File: src/rtl/seq_trigger_pkg.sv
// Shared definitions for the sequence trigger monitor: FSM state encoding
// and the default activity-register fill constant.
package seq_trigger_pkg;

  typedef enum logic [1:0] {
    IDLE   = 2'd0,
    ARMING = 2'd1,
    FIRED  = 2'd2
  } trig_state_t;

  // ACT_INIT default is this two-bit pair replicated across the register,
  // giving 1010...10 (MSB set).
  localparam logic [1:0] ACT_INIT_PAIR = 2'b10;

endpackage

File: src/rtl/seq_trigger_act_reg.sv
// Activity register: loads its init value on reset, rotates right by one
// bit when asked, otherwise holds.
module seq_trigger_act_reg #(
  parameter int unsigned ACT_W = 128
) (
  input  logic             clk,
  input  logic             rst,
  input  logic [ACT_W-1:0] init,
  input  logic             rotate,
  output logic [ACT_W-1:0] act
);

  // Load on reset, rotate right while enabled, hold otherwise.
  always_ff @(posedge clk) begin
    if (rst) begin
      act <= init;
    end else if (rotate) begin
      act <= {act[0], act[ACT_W-1:1]};
    end
  end

endmodule

File: src/rtl/seq_trigger_monitor.sv
// Sequence trigger monitor: matches a stream of qualified samples against
// SEQ_LEN live pattern words and raises a registered trigger once the full
// sequence is seen. While fired, the activity register rotates each cycle.
// Optional feature macro: SEQ_TRIGGER_TIMEOUT_EN -- auto-disarm after
// TIMEOUT fired cycles. Without it FIRED is sticky until rst.
module seq_trigger_monitor
  import seq_trigger_pkg::*;
#(
  parameter int unsigned      DATA_W   = 128,
  parameter int unsigned      SEQ_LEN  = 4,
  parameter int unsigned      ACT_W    = 128,
  parameter logic [ACT_W-1:0] ACT_INIT = ACT_W'({ACT_W/2{ACT_INIT_PAIR}}),
  parameter int unsigned      TIMEOUT  = 1024
) (
  input  logic                        clk,
  input  logic                        rst,
  input  logic                        state_vld,
  input  logic [DATA_W-1:0]           state,
  input  logic [SEQ_LEN*DATA_W-1:0]   pattern,
  input  logic                        strict,
  output logic [$clog2(SEQ_LEN+1)-1:0] progress,
  output logic                        trig,
  output logic [ACT_W-1:0]            act
);

  localparam int unsigned PW = $clog2(SEQ_LEN + 1);

  if (SEQ_LEN < 1 || SEQ_LEN > 16) begin : g_bad_seq_len
    $error("seq_trigger_monitor: SEQ_LEN out of range 1..16");
  end
  if (TIMEOUT < 1) begin : g_bad_timeout
    $error("seq_trigger_monitor: TIMEOUT must be at least 1");
  end

  trig_state_t       fsm_q;
  logic [PW-1:0]     progress_q;
  logic              trig_q;
  logic [DATA_W-1:0] cur_word;
  logic [DATA_W-1:0] word0;
  logic              hit_first;

  // Pattern word indexed by current progress; defaults to zero so FIRED
  // (progress == SEQ_LEN) never indexes past the pattern bus.
  always_comb begin
    cur_word = '0;
    for (int unsigned k = 0; k < SEQ_LEN; k++) begin
      if (progress_q == PW'(k)) begin
        cur_word = pattern[k*DATA_W +: DATA_W];
      end
    end
  end

  assign word0     = pattern[DATA_W-1:0];
  assign hit_first = (state == word0);

`ifdef SEQ_TRIGGER_TIMEOUT_EN
  localparam int unsigned CW = (TIMEOUT > 1) ? $clog2(TIMEOUT) : 1;

  logic [CW-1:0] tmo_q;
  logic          tmo_hit;

  assign tmo_hit = (fsm_q == FIRED) && (tmo_q == CW'(TIMEOUT - 1));

  // Count FIRED cycles from zero; cleared outside FIRED and on expiry.
  always_ff @(posedge clk) begin
    if (rst || fsm_q != FIRED || tmo_hit) begin
      tmo_q <= '0;
    end else begin
      tmo_q <= tmo_q + CW'(1);
    end
  end
`endif

  // Match FSM: advance on a valid match, restart or hold on a valid
  // mismatch depending on strict, ignore samples once fired.
  always_ff @(posedge clk) begin
    if (rst) begin
      fsm_q      <= IDLE;
      progress_q <= '0;
      trig_q     <= 1'b0;
    end else begin
      case (fsm_q)
        IDLE, ARMING: begin
          if (state_vld) begin
            if (state == cur_word) begin
              if (progress_q == PW'(SEQ_LEN - 1)) begin
                fsm_q      <= FIRED;
                progress_q <= PW'(SEQ_LEN);
                trig_q     <= 1'b1;
              end else begin
                fsm_q      <= ARMING;
                progress_q <= progress_q + PW'(1);
              end
            end else if (strict) begin
              // A restarting sample may itself be the first pattern word.
              if (hit_first) begin
                fsm_q      <= ARMING;
                progress_q <= PW'(1);
              end else begin
                fsm_q      <= IDLE;
                progress_q <= '0;
              end
            end
          end
        end
        FIRED: begin
`ifdef SEQ_TRIGGER_TIMEOUT_EN
          if (tmo_hit) begin
            fsm_q      <= IDLE;
            progress_q <= '0;
            trig_q     <= 1'b0;
          end
`endif
        end
        default: begin
          fsm_q      <= IDLE;
          progress_q <= '0;
          trig_q     <= 1'b0;
        end
      endcase
    end
  end

  seq_trigger_act_reg #(
    .ACT_W (ACT_W)
  ) u_act_reg (
    .clk    (clk),
    .rst    (rst),
    .init   (ACT_INIT),
    .rotate (fsm_q == FIRED),
    .act    (act)
  );

  assign progress = progress_q;
  assign trig     = trig_q;

endmodule

File: config.mk
export PLATFORM = sky130hd
export DESIGN_NAME = seq_trigger_monitor
export DESIGN_NICKNAME = d
export VERILOG_FILES = /design/src/rtl/seq_trigger_pkg.sv /design/src/rtl/seq_trigger_act_reg.sv /design/src/rtl/seq_trigger_monitor.sv
export SDC_FILE = /design/constraint.sdc
export NUM_CORES = 1
export LEC_CHECK = 0
export CAP_MARGIN = 20
export CORE_AREA = 3 3 298 300
export CTS_BUF_LIST = sky130_fd_sc_hd__clkbuf_16
export DETAILED_ROUTE_END_ITERATION = 16
export DIE_AREA = 0 0 301 303
export PLACE_DENSITY = 0.48
export SYNTH_ARGS = -nofsm -noshare
export SYNTH_HDL_FRONTEND = slang
export SYNTH_SLANG_ARGS = --single-unit
File: constraint.sdc
create_clock -name clk -period 7 [get_ports clk]
set_clock_uncertainty 0.2 [all_clocks]
set_input_delay 2.1 -clock clk [delete_from_list [all_inputs] [get_ports clk]]
set_output_delay 2.1 -clock clk [all_outputs]
set_load 0.02 [all_outputs]
Yosys cells after proc, flatten, opt, wreduce, memory -nomap -nowiden
Index checks and enable logic that the tools add are counted.
Widths: inputs -> output; s select.
Cells by class
  add/sub/neg operators: 1
  multiply operators: 0
  divide/modulo/power cells: 0
  magnitude comparators: 0
  equal/unequal tests: 11
  shift operators: 0
  mux-type cells: 20
  bitwise operators: 1
  reduce and logical (&&, ||, !) cells: 5
Operators by type and width (count)
  $mux 128: 4
  $eq 128x128->1: 2
  $mux 3: 4
  $mux 2: 4
  $eq 3x2->1 const B: 2
  $ne 2x2->1 const B: 3
  $pmux 3 s2: 1
  $mux 1: 5
  $pmux 2 s2: 1
  $reduce_and 4->1: 1
  $add 3x1->3 const B: 1
  $eq 3x1->1 const B: 1
  $logic_not 3->1: 1
  $ne 3x3->1 const B: 1
  $reduce_and 3->1: 1
  $eq 2x1->1 const B: 1
  $eq 2x2->1 const B: 1
  $logic_not 2->1: 1
  $pmux 1 s2: 1
  $reduce_or 2->1: 1
  $not 1->1: 1
Storage, ports and cells
  bits in registers: 134
  latch bits: 0
  bits in writable memories: 0
  bits in read-only memories: 0
  input port bits: 644
  output and inout port bits: 132
  word-level logic and storage cells: 42
  memories kept: 0

Logic depth before layout (Yosys ltp)
  word-level depth: 9
  mapped depth: 17
  mapped depth without buffers: 11

By module
From an unflattened synthesis, not the netlist that was laid out.
Second synthesis, totals
  cells, all modules: 1846
  area total of the unflattened synthesis: 15889.0 µm²
Modules (own cells, without submodules)
  seq_trigger_monitor: instances 1, cells each 1575, area each 10446.3 µm², sequential area each 120.1 µm²
  seq_trigger_act_reg: instances 1, cells each 271, area each 5442.7 µm², sequential area each 3843.7 µm²

Worst setup path before layout
Ideal clock, no wire load.
  path type: input port to flip-flop
  from: input pattern[247]
  to: register progress_q[2], in the netlist progress[2]
  library setup time: 74 ps
  arrival: 4497 ps
  data required time: 6726 ps
  path slack: 2229 ps
  stages: 9
  path buffers: 0
  path through: a21oi_1 > a2111oi_0 > nor4_1 > or4b_1 > or4_1 > o41ai_2 > nand4_2 > or3b_1 > a31oi_1
On the way
  longest elaborated chain between the ends: 7
  elaborated cells between the ends (all ways): 9
  classes of those cells: 2 x eq/ne; 6 x mux; 1 x reduce/logical
RTL lines
  from (decl): RTL line seq_trigger_monitor.sv:19  | input logic [SEQ_LEN*DATA_W-1:0] pattern,
  $mux 128 * (3 in a row): RTL line seq_trigger_monitor.sv:47  | if (progress_q == PW'(k)) begin
  $eq 128x128->1 *: RTL line seq_trigger_monitor.sv:85  | if (state == cur_word) begin
  $mux 3: RTL line seq_trigger_monitor.sv:85
  $mux 3: RTL line seq_trigger_monitor.sv:84  | if (state_vld) begin
  $pmux 3 s2: RTL line seq_trigger_monitor.sv:82  | case (fsm_q)
  to (signal assigned): RTL line seq_trigger_monitor.sv:88  | progress_q <= PW'(SEQ_LEN);
  to (signal assigned): RTL line seq_trigger_monitor.sv:92  | progress_q <= progress_q + PW'(1);
  to (decl): RTL line seq_trigger_monitor.sv:36  | logic [PW-1:0] progress_q;
Every way passes the cells marked *; elsewhere a longest branch is shown, timed or not. The select of a mux whose other input is x is not followed.
A chain may end at the register's enable or synchronous reset.

Final worst setup path
  from: input state[22]
  to: register progress_q[0], in the netlist progress[0]
On the way
  longest elaborated chain between the ends: 6
  elaborated cells between the ends (all ways): 9
  classes of those cells: 3 x eq/ne; 5 x mux; 1 x reduce/logical
RTL lines
  from (decl): RTL line seq_trigger_monitor.sv:18  | input logic [DATA_W-1:0] state,
  $eq 128x128->1: RTL line seq_trigger_monitor.sv:54  | assign hit_first = (state == word0);
  $mux 1: RTL line seq_trigger_monitor.sv:96  | if (hit_first) begin
  $mux 3: RTL line seq_trigger_monitor.sv:94  | end else if (strict) begin
  $mux 3: RTL line seq_trigger_monitor.sv:85
  $mux 3: RTL line seq_trigger_monitor.sv:84
  $pmux 3 s2: RTL line seq_trigger_monitor.sv:82
Parallel ways exist; a longest one is shown, timed or not. The select of a mux whose other input is x is not followed.

==> key figures <==
Synth
  – Post-synth top flop: dfxtp_1
  – Top post-synthesis cells by count: nand2_1, a21oi_1, nand3b_1
  – Syn Inst Count: 2164
  – Synth top area share: 17.8%
  – Count leader, synth: nand2_1
  – Cell variety after synth: 83
  – Syn_area_per_cell: 6.96 um^2
  – Synth Register Bits: 134
  – Mapped cell area: 0.0151 mm^2
  – Sequential area share after synthesis: 17.8%
  – Area leader, netlist: dfxtp_1
  – Async set or reset register ratio after synthesis: 0%
  – Synth top area cells: dfxtp_1, nand2_1, nand3b_1, xnor2_1, a21oi_1
  – Synth warnings: 0
  – Syn Nets: 2813
  – Number of synthesized flops with an enable pin: 0

Critical path
  – Worst r2r dst: progress[0]
  – Crit start category: input port
  – FF-to-FF Start: progress[0]
  – CP max FO: 8
  – Worst Path Arrival: 6.14 ns
  – Worst r2r path cells: 15
  – WP data required: 7.15 ns
  – Crit end category: register
  – Crit path kind: input port to register
  – Worst reg2reg setup slack: 1.63 ns

Global route
  – Vias in the first global route: 20400
  – First-pass GRT wire length: 181000 um
  – GRT Overall Usage: 28.8%
  – Largest net degree at the start of global routing: 132
  – Antenna violations before repair: 74
  – GRT overflow: 0

Clock network
  – CTS tree: yes
  – Worst skew pair latency: 0.42 ns
  – CTS root buffer: clkbuf_16
  – Number of buffers created by CTS: 17
  – Max clock buf depth: 2
  – Post-CTS Resized: 0
  – Clk sinks: 134
  – Setup bufs post-CTS: 0
  – Clk slew on worst S/H paths: 0.07 ns
  – Cts hold-fix bufs: 0
  – H-tree depth: 4

Placement
  – Cells after DPL: 3976
  – Dpl hpwl: 117000 um
  – Port Buffer Count: 775
  – GP Congestion: 0.999

Final layout
  – Non-Filler Instances: 4047
  – Area Overhead vs Synth: 63.8%
  – Total Nets Final: 3489
  – Final Core Density: 28.5%
  – Layout cells sized above 1: 4.38%

Hold path
  – WHS Path Cells: 2
  – Worst min-delay path class: register to register
  – Hold_sp: u_act_reg.act[103]
  – Hold endpoint: u_act_reg.act[102]

Floorplanning
  – Row count: 108
  – Die ar.: 0.0912 mm^2
  – Initial Utilization: 17.4%
  – Die Y: 303 um
  – Total core area: 0.0865 mm^2
  – Die width: 301 um
  – Io pins: 776

Routing
  – DRT antenna net count: 0
  – Vias/cell: 5.18
  – Routed wl met2: 63900 um
  – Remaining DRCs: 0
  – Wirelength per Cell: 34.2 um
  – Met1 WL: 53900 um
  – DRT Pass-1 Iters: 5
  – Detailed Route WL: 138000 um
  – Met3 wire len: 14700 um
  – Top Metal Used: met5
  – Via count: 20900
  – 1st-iter DRT viols: 2086

STA
  – Tmin final: 5.99 ns
  – Worst Tran Pin Value: 1.24 ns
  – FMAX: 167 MHz
  – Final setup viols: 0
  – RSZ-0062 raised after global routing: false
  – Hold Violations, Final: 0
  – Fin. max-slew vios: 0
  – Worst slew margin: 17.0%
  – Final hold slack: 0.263 ns
  – Crit share post-route: 85.6%
  – Setup tns final: 0 ns

Run
  – Max-cap viol count: 0

Power and ir drop
  – Total power: 2.86 mW
  – Max VDD drop: 0.151 mV
  – P_leak: 8.73 nW
  – PwrDens: 116 mW/mm^2

Outcome
  – Outcome: complete, no violations
-- report_power, final --
part,switching [mW],leakage (nW),internal [mW]
sequential,0.00161,1.08,0.763
clock,0.375,0.289,0.533
combinational,0.625,7.36,0.560
total,1.00,8.73,1.86
-- layout by cell type, fill, tap and decap left out, types with 27 or more instances in the layout --
cell	instances
clkdlybuf4s50_1	774
nor4_1	48
nand2_1	343
nor2_1	27
xnor2_1	135
dfxtp_1	133
buf_4	58
diode_2	39
inv_1	103
a21oi_1	193
nand3b_1	165
a2111oi_0	61
nor3_1	35
nor2b_1	95
nand4_1	59
xor2_1	84
nand3_1	62
o21ai_0	63
and3_1	28
nand2b_1	27
-- per-stage QoR --
stage	setup WS, ns	cell area [um^2]
6_report	1.01	24700
3_5_place_dp	0.655	24000
4_1_cts	1.09	24600
3_3_place_gp	0.621	24000
2_1_floorplan	2.23	15100
5_1_grt	1.02	24600
-- how the worst max path moves through the flow --
stage | start | to | cells past startpoint
after floorplan | pattern[247] | progress[2] | 9
final | state[22] | progress[0] | 11
after global placement | state[22] | progress[0] | 11
after detailed placement | state[22] | progress[0] | 11
after CTS | state[22] | progress[0] | 11
after global routing | state[22] | progress[1] | 11
-- sequential cells by signal, summed over array words and instances, names as in the netlist --
register	cells
fsm_q	2
progress	3
trig	1
u_act_reg.act	128
-- cells by family (layout without fill, tap and decap cells) --
| kind of cell | count (synthesis) | count (layout) | share of synthesized area, % |
|---|---|---|---|
| buffers and inverters | 284 | 973 | 8.37 |
| XOR/XNOR | 219 | 219 | 12.7 |
| other | 0 | 39 | 0 |
| AND/OR/NAND/NOR | 941 | 941 | 34.3 |
| flip-flops | 134 | 134 | 17.8 |
| AO/OA/AOI/OAI | 573 | 573 | 25.8 |
| adder cells (fa/ha/maj) | 5 | 5 | 0.415 |
| multiplexers | 8 | 8 | 0.548 |
-- area by class of cell --
type | count | area [um^2]
fillers | 9598 | 61800
inverters | 103 | 387
clock buffers | 17 | 425
flip-flops and latches | 134 | 2690
well taps | 1155 | 1450
diodes | 39 | 97.6
repair buffers | 838 | 8270
multi-input cells | 1746 | 11200
clock inverters | 15 | 170
-- critical path, cell delays in order --
cell	delay, ns
clkdlybuf4s50_1	0.72
o32ai_1	0.59
a31oi_1	0.25
a2111oi_0	0.38
nor4b_1	0.66
nor4bb_1	0.55
buf_4	0.22
nand4_2	0.08
buf_4	0.19
a221o_1	0.29
a21oi_1	0.11
-- routing by layer --
layer	vias to the layer above	GRT usage, %
li1	9279	-
met3	246	10.8
met5	-	0
met1	10200	34.3
met2	1165	47.3
met4	66	10.4
Note: power is estimated with default switching activity, not from simulation.
